**src/rtl/bitty_uart_pkg.sv**
```systemverilog
// bitty_uart_pkg: shared states and sizing for the Bitty UART instruction server.
package bitty_uart_pkg;
  localparam int RESP_BYTES = 2;
  localparam int DEFAULT_ADDR_W = 8;
  localparam int DEFAULT_DATA_W = 8 * RESP_BYTES;
  typedef enum logic [2:0] {
    IDLE,
    LOOKUP,
    SEND_HI,
    WAIT_HI,
    SEND_LO,
    WAIT_LO
  } state_e;
endpackage

```
**src/rtl/instr_mem.sv**
```systemverilog
// instr_mem: instruction store with a synchronous write port and an enabled registered read port.
module instr_mem
  import bitty_uart_pkg::*;
#(
  parameter int ADDR_W = DEFAULT_ADDR_W,
  parameter int DATA_W = DEFAULT_DATA_W
) (
  input  logic              clk,
  input  logic              wr_en,
  input  logic [ADDR_W-1:0] wr_addr,
  input  logic [DATA_W-1:0] wr_data,
  input  logic              rd_en,
  input  logic [ADDR_W-1:0] rd_addr,
  output logic [DATA_W-1:0] rd_data_q
);
  logic [DATA_W-1:0] mem_q [2**ADDR_W];
  // A write in the read cycle is forwarded so it is visible on the following cycle.
  always_ff @(posedge clk) begin
    if (wr_en) mem_q[wr_addr] <= wr_data;
    if (rd_en) rd_data_q <= (wr_en && wr_addr == rd_addr) ? wr_data : mem_q[rd_addr];
  end
endmodule

```
**src/rtl/uart_instr_server.sv**
```systemverilog
// uart_instr_server: answers UART address bytes with the 16-bit instruction word, high byte first.
module uart_instr_server
  import bitty_uart_pkg::*;
#(
  parameter int ADDR_W = DEFAULT_ADDR_W,
  parameter int DATA_W = DEFAULT_DATA_W
) (
  input  logic              clk,
  input  logic              reset,
  input  logic              rx_done,
  input  logic [7:0]        rx_data,
  input  logic              tx_done,
  output logic              tx_en,
  output logic [7:0]        tx_data,
  input  logic              wr_en,
  input  logic [ADDR_W-1:0] wr_addr,
  input  logic [DATA_W-1:0] wr_data,
  output logic              busy,
  output logic              overrun,
  output logic [7:0]        req_count
);
  state_e            state_q, state_d;
  logic              tx_en_q, tx_en_d;
  logic [7:0]        tx_data_q, tx_data_d;
  logic              busy_q, busy_d;
  logic              overrun_q, overrun_d;
  logic [7:0]        req_count_q, req_count_d;
  logic [DATA_W-1:0] resp;
  logic              rd_en;

  // The address is sampled straight off rx_data; the read result then stays frozen as the response.
  assign rd_en = (state_q == IDLE) && rx_done;

  instr_mem #(.ADDR_W(ADDR_W), .DATA_W(DATA_W)) u_mem (
    .clk      (clk),
    .wr_en    (wr_en),
    .wr_addr  (wr_addr),
    .wr_data  (wr_data),
    .rd_en    (rd_en),
    .rd_addr  (rx_data[ADDR_W-1:0]),
    .rd_data_q(resp)
  );

  always_comb begin
    state_d     = state_q;
    tx_en_d     = 1'b0;
    tx_data_d   = tx_data_q;
    req_count_d = req_count_q;
    overrun_d   = overrun_q | (rx_done && state_q != IDLE);
    unique case (state_q)
      IDLE:    state_d = rx_done ? LOOKUP : IDLE;
      LOOKUP: begin
        state_d   = SEND_HI;
        tx_en_d   = 1'b1;
        tx_data_d = resp[DATA_W-1 -: 8];
      end
      SEND_HI: state_d = WAIT_HI;
      WAIT_HI: if (tx_done) begin
        state_d   = SEND_LO;
        tx_en_d   = 1'b1;
        tx_data_d = resp[7:0];
      end
      SEND_LO: state_d = WAIT_LO;
      WAIT_LO: if (tx_done) begin
        state_d     = IDLE;
        req_count_d = req_count_q + 8'd1;
      end
      default: state_d = IDLE;
    endcase
    busy_d = state_d != IDLE;
  end

  always_ff @(posedge clk) begin
    if (!reset) begin
      state_q     <= IDLE;
      tx_en_q     <= 1'b0;
      tx_data_q   <= 8'h00;
      busy_q      <= 1'b0;
      overrun_q   <= 1'b0;
      req_count_q <= 8'h00;
    end else begin
      state_q     <= state_d;
      tx_en_q     <= tx_en_d;
      tx_data_q   <= tx_data_d;
      busy_q      <= busy_d;
      overrun_q   <= overrun_d;
      req_count_q <= req_count_d;
    end
  end

  assign tx_en     = tx_en_q;
  assign tx_data   = tx_data_q;
  assign busy      = busy_q;
  assign overrun   = overrun_q;
  assign req_count = req_count_q;
endmodule

```
**config.mk**
```make
export PLATFORM = sky130hd
export DESIGN_NAME = uart_instr_server
export DESIGN_NICKNAME = d
export VERILOG_FILES = /design/src/rtl/bitty_uart_pkg.sv /design/src/rtl/instr_mem.sv /design/src/rtl/uart_instr_server.sv
export SDC_FILE = /design/constraint.sdc
export NUM_CORES = 2
export LEC_CHECK = 0
export ABC_AREA = 1
export CAP_MARGIN = 20
export CORE_ASPECT_RATIO = 1.25
export CORE_UTILIZATION = 40
export CTS_CLUSTER_SIZE = 12
export DETAILED_ROUTE_END_ITERATION = 7
export GPL_TIMING_DRIVEN = 1
export PLACE_DENSITY_LB_ADDON = 0.08
export SLEW_MARGIN = 20
export SYNTH_ARGS = -nofsm -noshare
export SYNTH_HDL_FRONTEND = slang
export SYNTH_SLANG_ARGS = --single-unit
```
**constraint.sdc**
```tcl
create_clock -name clk -period 2.9 [get_ports clk]
set_clock_uncertainty 0.2 [all_clocks]
set_input_delay 0.58 -clock clk [delete_from_list [all_inputs] [get_ports clk]]
set_output_delay 0.58 -clock clk [all_outputs]
set_load 0.005 [all_outputs]
```
==> results.md <==
* Minimum clock period at 2920 ps
* Hold WS at 138 ps
* CTS H-Tree Depth at 5
* Final-stage net count at 14567
* Sequential fraction of the synthesis area at 74.2%
* Worst-Margin Slew at 923 ps
* Sink Count at 4134
* Endpoints failing setup at 1
* Yosys warning count at 0
* Reg2Reg Setup Slack at 220 ps
* Core outline area at 416000 um2
* Total track usage at 25.9%
* Die height at 725 um
* Cell Area, Placed at 185000 um2
* Post-route ant nets at 0
* Synthesized cell area at 167000 um2
* TritonCTS clock tree: yes
* Syn Nets at 13815
* Fraction of layout cells with a size suffix above 1 at 12.6%
* Final Wtd Congestion at 0.868
* Crit path DAT at 3480 ps
* Num CTS Buffers at 433
* Postcts setup bufs at 0
* Max Cap Viol at 0
* Via count at 112324
* Hold Startpoint: reset
* Ys flop type: edfxtp_1
* Fin. max-slew vios at 0
* Critical Path Source: rx_data[1]
* # rows at 265
* Worst hold path class: input port to flop
* CP Class: input port to flop
* Leak at 69.9 nW
* Failing checks: setup timing
* Post-synth EDFFs at 4112
* CTS root buf: clkbuf_16
* Largest net degree at the start of global routing at 119
* Worst r2r dst: u_mem.rd_data_q[3]$_DFFE_PP_
* Critical Path RT at 3460 ps
* Final Hold Vio Count at 0
* Finished Cell Area at 198000 um2
* Layout area overhead at 18.7%
* Setup_tns at -22.8 ps
* Worst setup margin at -22.8 ps
* IO Port Bufs at 55
* PwrDens at 651 nW/um2
* VDD IR max at 0.515 mV
* Syn avg cell area at 12.1 um2
* Tcrit/Tclk final at 101%
* Post-synth ARST share at 0%
* WHS Path Cells at 3
* Hold EP: overrun$_SDFF_PN0_
* Initial DRC Count at 11489
* Initial Utilization at 40.2%
* Yosys reg bits at 4134
* Synth cell types at 35
* Die area at 420000 um2
* Cells after Synth at 13777
* Die width at 580 um
* Fill cell instance count of the final layout at 36835
* Outcome: finished, violations left
* Total grt overflow at 0
* Critical Path Source Type: input port
* Max Fclk at 0.342 GHz
* Drt pass-1 iters at 6
* First-pass GRT wire length at 794000 um
* Clock Latency Late Sink at 1040 ps
* Routed WL at 556000 um
* Most frequent cells in the layout: 4185 x nand2_1, 4112 x edfxtp_1, 4070 x nand3_1, 678 x buf_4, 510 x buf_12
* Commonest non-fill, non-tap cell in the layout: nand2_1
* Detailed placement HPWL at 347000 um
* Worst Setup End Kind: flop
* Reg2reg path depth at 11
* Number of remaining DRC errors at 0
* Clock transition at the registers of the reported paths at 60 ps
* Worst R2R Start: u_mem.mem_q[93][3]$_DFFE_PP_
* Clk buf depth at 4
* Unrepaired setup endpoints after global routing: no
* Io pins at 56
* Number of vias per cell at 5.52
* Initial antenna violation count at 34
* DR WL/cell at 27.3 um
* Worst-path fanout max at 21
* Relative slew slack at 38.4%
* Vias in the first global route at 107826
## worst max path at each step
| stage | to | cells past startpoint |
|---|---|---|
| 6_report | u_mem.rd_data_q[5]$_DFFE_PP_ | 14 |
| 5_1_grt | u_mem.rd_data_q[11]$_DFFE_PP_ | 15 |
| 4_1_cts | tx_data[4] | 1 |
| 3_5_place_dp | u_mem.rd_data_q[3]$_DFFE_PP_ | 14 |
| 3_3_place_gp | u_mem.rd_data_q[3]$_DFFE_PP_ | 14 |
| 2_1_floorplan | u_mem.mem_q[161][0]$_DFFE_PP_ | 4 |
## per-stage QoR
stage / power (W) / std cells / utilization, % / setup WS, ps
2_1_floorplan: 0.0716 / 13777 / - / 279
3_3_place_gp: 0.0771 / 19550 / 44.4 / -1050
3_5_place_dp: 0.0772 / 19550 / 44.4 / -990
4_1_cts: 0.130 / 20332 / 47.7 / 15.5
5_1_grt: 0.133 / 20334 / 47.7 / 5.41
6_report: 0.129 / 20342 / 47.7 / -22.8
## worst max-delay path, cell delays in order
cell	delay [ps]
buf_8	150
inv_16	220
buf_12	240
buf_12	210
buf_4	260
nand3_1	100
nand3_1	110
nand3_1	210
nand3_1	130
nand3_1	330
nand3_1	450
nand3_1	250
nand3_1	120
nand2_1	50
## cell usage after synthesis, types with 11 or more instances
library cell / count / area share, %
nand2_1: 4201 / 9.4
edfxtp_1: 4112 / 74
nand3_1: 4073 / 12
buf_2: 418 / 1.3
nor2_1: 312 / 0.70
buf_4: 211 / 0.95
clkbuf_1: 163 / 0.37
buf_1: 95 / 0.21
buf_6: 54 / 0.36
inv_1: 53 / 0.12
dfxtp_1: 22 / 0.26
o21ai_0: 12 / 0.036
a21oi_1: 11 / 0.033
## kinds of logic (layout without fill, tap and decap cells)
group                    Yosys count  in the layout  synth area share, %
AO/OA/AOI/OAI                     36             36                0.123
AND/OR/NAND/NOR                 8604           8604                 22.4
other                              0             10                    0
flip-flops                      4134           4134                 74.2
XOR/XNOR                           2              2               0.0105
adder cells (fa/ha/maj)            1              1              0.00749
buffers and inverters           1000           2082                 3.29
## what timing repair did
item | 4_1_cts | 5_1_grt
hold buffers | 17 | 0
endpoints found under the setup margin | 10 | 3
gates resized for setup | 10 | 3
endpoints found under the hold margin | 850 | 0
## flip-flops by register name (all words and copies together), names as in the netlist
name	flops
overrun	1
u_mem.rd_data_q	16
state_q	3
u_mem.mem_q	4096
busy	1
tx_data	8
req_count	8
tx_en	1
## final cells by class
class / instances / area [um2] / area share [%]
clock buffer: 565 / 11500 / 5.79
inverter: 58 / 280 / 0.141
tap: 5473 / 6850 / 3.45
antenna: 10 / 25.0 / 0.0126
clock inverter: 200 / 1730 / 0.871
sequential: 4134 / 124000 / 62.5
timing repair buffer: 1259 / 16100 / 8.13
multi-input combinational: 8643 / 37900 / 19.1
## per-layer routing
layer	GRT usage [%]	routed length, um	vias up
li1	-	-	50794
met1	35.3	234000	56761
met2	42.7	267000	4002
met3	3.25	33500	759
met4	9.00	20900	8
met5	0	46	-
## power breakdown
part | switching [W] | internal (W) | total [W]
logic | 0.00685 | 0.00289 | 0.00975
registers | 0.000226 | 0.0660 | 0.0662
clock network | 0.0235 | 0.0297 | 0.0531
(Power assumes the default switching activity.)
